**config.mk**
```make
export PLATFORM = sky130hd
export DESIGN_NAME = seq_digit_adder
export DESIGN_NICKNAME = d
export VERILOG_FILES = /design/src/rtl/seq_digit_adder.sv
export SDC_FILE = /design/constraint.sdc
export NUM_CORES = 1
export LEC_CHECK = 0
export ABC_CLOCK_PERIOD_IN_PS = 5300
export BUFFER_PORTS_ARGS = -buffer_cell sky130_fd_sc_hd__buf_2
export CELL_PAD_IN_SITES_DETAIL_PLACEMENT = 1
export CELL_PAD_IN_SITES_GLOBAL_PLACEMENT = 2
export CORE_MARGIN = 3
export CORE_UTILIZATION = 36
export DETAILED_ROUTE_END_ITERATION = 16
export PLACE_DENSITY_LB_ADDON = 0.1
export SLEW_MARGIN = 15
export SYNTH_ARGS = -nofsm -noshare
export SYNTH_HDL_FRONTEND = slang
export SYNTH_SLANG_ARGS = --single-unit
```
**constraint.sdc**
```tcl
create_clock -name clk_i -period 5.3 [get_ports clk_i]
set_clock_uncertainty 0.2 [all_clocks]
set_input_delay 0.265 -clock clk_i [delete_from_list [all_inputs] [get_ports clk_i]]
set_output_delay 0.265 -clock clk_i [all_outputs]
set_load 0.1 [all_outputs]
```
**src/rtl/seq_digit_adder.sv**
```systemverilog
// seq_digit_adder: multi-cycle unsigned adder.
// Adds two WIDTH-bit operands DIGIT bits per clock, least significant digit
// first, with a registered carry between digits. The result appears
// STEPS = WIDTH/DIGIT clocks after the operands are accepted. Only one
// operation is in flight at a time.
// Valid/ready handshakes are used on both the operand side and the result side.
// Optional feature: define SEQ_DIGIT_ADDER_SUB_EN to add the sub_i port.
// When the latched sub_i is 1, the block computes a - b. B is inverted as
// each digit is consumed, and the carry starts at 1.
`default_nettype none

module seq_digit_adder #(
  parameter int WIDTH = 8,
  parameter int DIGIT = 2
) (
  input  logic             clk_i,
  input  logic             rst_i,
  input  logic             in_valid_i,
  output logic             in_ready_o,
  input  logic [WIDTH-1:0] a_i,
  input  logic [WIDTH-1:0] b_i,
`ifdef SEQ_DIGIT_ADDER_SUB_EN
  input  logic             sub_i,
`endif
  output logic             out_valid_o,
  input  logic             out_ready_i,
  output logic [WIDTH:0]   sum_o,
  output logic             busy_o
);

  // Number of RUN cycles; guarded so an illegal DIGIT cannot divide by zero
  // before the parameter check below reports it.
  localparam int STEPS = (DIGIT > 0) ? (WIDTH / DIGIT) : 1;
  localparam int CNT_W = (STEPS > 1) ? $clog2(STEPS) : 1;
  localparam logic [CNT_W-1:0] LAST_STEP = CNT_W'(STEPS - 1);

  // Refuse to elaborate with a digit size that does not tile the operand.
  localparam bit PARAM_BAD = (WIDTH < 1) ? 1'b1 :
                             (DIGIT < 1) ? 1'b1 :
                             (DIGIT > WIDTH) ? 1'b1 :
                             ((WIDTH % DIGIT) != 0);
  generate
    if (PARAM_BAD) begin : g_param_check
      $error("seq_digit_adder: illegal WIDTH/DIGIT combination");
    end
  endgenerate

  typedef enum logic [1:0] {
    IDLE = 2'd0,
    RUN  = 2'd1,
    DONE = 2'd2
  } state_t;

  state_t             state_reg;
  state_t             state_next;

  logic [WIDTH-1:0]   a_reg;
  logic [WIDTH-1:0]   b_reg;
  logic [WIDTH-1:0]   part_reg;
  logic               carry_reg;
  logic [CNT_W-1:0]   count_reg;
  logic [WIDTH:0]     sum_reg;
  logic               out_valid_reg;

`ifdef SEQ_DIGIT_ADDER_SUB_EN
  logic               sub_reg;
`endif

  // Digit adder: a DIGIT-bit ripple chain fed by the registered carry.
  logic [DIGIT-1:0]   a_dig;
  logic [DIGIT-1:0]   b_dig;
  logic [DIGIT-1:0]   d_dig;
  logic [DIGIT:0]     c_chain;
  logic               c_out;

  assign a_dig = a_reg[DIGIT-1:0];
`ifdef SEQ_DIGIT_ADDER_SUB_EN
  // Subtraction is a + ~b + 1: B is inverted digit by digit as it is consumed.
  assign b_dig = sub_reg ? ~b_reg[DIGIT-1:0] : b_reg[DIGIT-1:0];
`else
  assign b_dig = b_reg[DIGIT-1:0];
`endif
  assign c_chain[0] = carry_reg;

  genvar gi;
  generate
    for (gi = 0; gi < DIGIT; gi = gi + 1) begin : g_digit_bit
      assign d_dig[gi]     = a_dig[gi] ^ b_dig[gi] ^ c_chain[gi];
      assign c_chain[gi+1] = (a_dig[gi] & b_dig[gi]) |
                             (c_chain[gi] & (a_dig[gi] ^ b_dig[gi]));
    end
  endgenerate

  assign c_out = c_chain[DIGIT];

  // The new digit enters at the top of the partial sum. After STEPS shifts,
  // the first digit has reached bit 0. Concatenating before slicing keeps
  // this legal when DIGIT == WIDTH.
  logic [WIDTH+DIGIT-1:0] part_wide;
  logic [WIDTH-1:0]       part_next;

  assign part_wide = {d_dig, part_reg};
  assign part_next = part_wide[WIDTH+DIGIT-1:DIGIT];

  logic last_step;
  assign last_step = (count_reg == LAST_STEP);

  // Carry value loaded at acceptance: 1 starts a two's-complement subtract.
  logic carry_init;
`ifdef SEQ_DIGIT_ADDER_SUB_EN
  assign carry_init = sub_i;
`else
  assign carry_init = 1'b0;
`endif

  // State register.
  always_ff @(posedge clk_i) begin
    if (rst_i) begin
      state_reg <= IDLE;
    end else begin
      state_reg <= state_next;
    end
  end

  // Next-state logic and handshake outputs. in_ready is masked during reset
  // so no upstream transfer can complete while the block is being cleared.
  always_comb begin
    state_next = state_reg;
    in_ready_o = 1'b0;
    busy_o     = 1'b1;
    case (state_reg)
      IDLE: begin
        busy_o     = 1'b0;
        in_ready_o = !rst_i;
        if (in_valid_i) begin
          state_next = RUN;
        end
      end
      RUN: begin
        if (last_step) begin
          state_next = DONE;
        end
      end
      DONE: begin
        if (out_ready_i) begin
          state_next = IDLE;
        end
      end
      default: begin
        state_next = IDLE;
        busy_o     = 1'b0;
      end
    endcase
  end

  // Datapath: operand capture, digit-serial add, and result/valid holding.
  always_ff @(posedge clk_i) begin
    if (rst_i) begin
      a_reg         <= '0;
      b_reg         <= '0;
      part_reg      <= '0;
      carry_reg     <= 1'b0;
      count_reg     <= '0;
      sum_reg       <= '0;
      out_valid_reg <= 1'b0;
`ifdef SEQ_DIGIT_ADDER_SUB_EN
      sub_reg       <= 1'b0;
`endif
    end else begin
      case (state_reg)
        IDLE: begin
          if (in_valid_i) begin
            a_reg     <= a_i;
            b_reg     <= b_i;
            part_reg  <= '0;
            carry_reg <= carry_init;
            count_reg <= '0;
`ifdef SEQ_DIGIT_ADDER_SUB_EN
            sub_reg   <= sub_i;
`endif
          end
        end
        RUN: begin
          a_reg     <= a_reg >> DIGIT;
          b_reg     <= b_reg >> DIGIT;
          part_reg  <= part_next;
          carry_reg <= c_out;
          count_reg <= count_reg + 1'b1;
          if (last_step) begin
            sum_reg       <= {c_out, part_next};
            out_valid_reg <= 1'b1;
          end
        end
        DONE: begin
          if (out_ready_i) begin
            out_valid_reg <= 1'b0;
          end
        end
        default: begin
          out_valid_reg <= 1'b0;
        end
      endcase
    end
  end

  assign out_valid_o = out_valid_reg;
  assign sum_o       = sum_reg;

endmodule

`default_nettype wire

```
==> run metrics <==
reg2reg setup slack 3050 ps; top-area cell type share of the netlist area 44.9%; Layout area overhead 14.6%; Synth Warn # 0; Hold WC Path Type in2reg; VDD IR-drop max 0.000117 V; routed via count 1309; DRC violations left 0; fillcell total 492; root buf cell clkbuf_8; LEAKAGE between 0.0007 and 0.0008 uW; fin crit share 42.4%; first-pass GRT wire length ~6.3 mm; row count 23; FF-to-FF End a_reg[7]; pre-CTS WS 3050 ps; Synth Area per Inst just under 10 um^2; Hold Fails Final Rpt 0; Setup TNS 0 ps; pin count of the biggest net entering global routing 39; Post-CTS Hold Buffers 0; DR pass1 iterations 3; Num CTS Buffers 5; Die W about 74 um; Setup violations, final 0; Hold Startpoint a_i[6]; Worst Setup Start Kind flip-flop; power density cells 340 nW/um^2; CP max FO 36; Worst Path Required 5310 ps; GP Congestion 0.696; sequential cell area 741 um^2; Final ANT Viol Nets 0; Slew Limit Fails 0; htree depth 2; post-synth design cell area 1650 um^2; die height 73.7 um; routed wire length per instance around 15 um; HPWL after detailed placement 2.57 mm; Vias/cell 5.36; maximum buffer depth of the clock tree 2; CP endpoint kind flip-flop; Total Power Consumption roughly 640 uW; Largest register FFs 9; Syn Nets 194; worst setup path class reg2reg; fin nets 220; Synth area leader dfxtp_1; setup ws final 3050 ps; commonest non-fill, non-tap cell in the layout dfxtp_1; layout cell share with drive strength beyond 1 between 20% and 30%; n_diodes 0; core region area 4200 um^2; final WL 3.70 mm; die footprint 5430 um^2; IO Count 32; Port Buffers 31; CTS tree yes; number of global-route vias before repair between 1000 and 1500; flop and latch count out of synthesis 37; Worst Hold End a_reg[6]; CTS sink cnt 37; R2R cell count 6; instance count of the mapped netlist around 170; initial DRC count 105; multi-input logic area around 800 um^2; max_cap viols 0; unrepaired setup endpoints after global routing false; Non-Filler Instances 244; setup bufs post-CTS 0; PostCTS Resize Cnt 0; headroom to the max-slew limit about 28%; status complete, no violations; post-synthesis cell type count 24; Starting Density 39.3%; start of the worst register-to-register path state_reg[1]; GR Overflow Total 0; number of instances in the placed design about 240; sequential area share after synthesis ~45%; all-layer global routing usage 14.9%; Tmin final 2250 ps; initial antenna violation count 0; Synth area leaders dfxtp_1 45%, a211oi_2 9.1%, mux2i_1 7.9%; clock slew at reported path FFs approximately 70 ps; Worst Hold Margin 52.0 ps; worst slew pin tran 1040 ps; Worst Path Arrival 2260 ps; fmax 0.445 GHz; most frequent cells in the layout 37 x dfxtp_1, 31 x buf_2, 21 x nor2_1, 15 x nand2_1, 14 x a21oi_1; Worst-Skew Late Latency 290 ps; hold-critical path depth 3
## cell families after synthesis
kind of cell             Yosys count  share of synthesized area [%]
multiplexers                      14                           8.79
AND/OR/NAND/NOR                   54                           14.3
buffers and inverters             17                           6.22
AO/OA/AOI/OAI                     40                           20.4
flip-flops                        37                           44.9
adder cells (fa/ha/maj)            6                           5.46
## worst max-delay path by stage
stage	to	slack [ps]	start
floorplan	in_ready_o	2870	state_reg[0]
global placement	b_reg[6]	3140	state_reg[1]
detailed placement	count_reg[0]	3050	state_reg[1]
CTS	count_reg[0]	3030	state_reg[1]
global route	count_reg[0]	2860	state_reg[1]
finish	a_reg[7]	3050	state_reg[1]
## through the flow
stage	area, um^2	utilization (%)
finish	1890	45.0
global route	1890	45.0
CTS	1890	45.0
detailed placement	1790	42.6
global placement	1790	42.6
floorplan	1650	-
## Yosys cell counts
cell / instances
a211oi_2: 12
buf_6: 2
mux2i_1: 13
a21oi_1: 14
a32oi_1: 8
buf_8: 1
nand2b_1: 3
ha_1: 4
inv_1: 4
o21ba_2: 1
nand3b_1: 1
clkbuf_4: 1
clkbuf_1: 4
mux2_4: 1
nand2_1: 15
dfxtp_1: 37
and4_1: 1
buf_4: 1
a311oi_1: 2
nor2_1: 21
buf_2: 4
nand3_1: 13
a31oi_1: 3
fa_1: 2
## routing by layer
| layer | share of wire [%] | GRT usage (%) |
|---|---|---|
| met2 | 51 | 25.8 |
| met5 | 0 | 0 |
| met4 | 1.7 | 6.64 |
| met1 | 43 | 17.3 |
| met3 | 3.8 | 3.42 |
## critical path: stages, from the launching register on
cell and delay (ps):
dfxtp_1 340, inv_1 70, ha_1 170, buf_4 260, mux2i_1 830, nand2_1 140
a21oi_1 150
## where the power goes
| part | total [uW] | internal [uW] | leakage [uW] | switching (uW) |
|---|---|---|---|---|
| Combinational | 106 | 37.9 | 0.000392 | 68.5 |
| Clock | 233 | 137 | 0.0000540 | 96.3 |
| Sequential | 304 | 294 | 0.000302 | 10.4 |
| Total | 643 | 468 | 0.000748 | 175 |
## layout make-up
class	instances	area share, %
Multi-Input combinational cell	114	42.7
Sequential cell	37	39.2
Timing Repair Buffer	32	8.60
Clock buffer	5	3.64
Tap cell	50	3.31
Clock inverter	2	1.85
Inverter	4	0.794
Note: power is estimated with default switching activity, not from simulation.
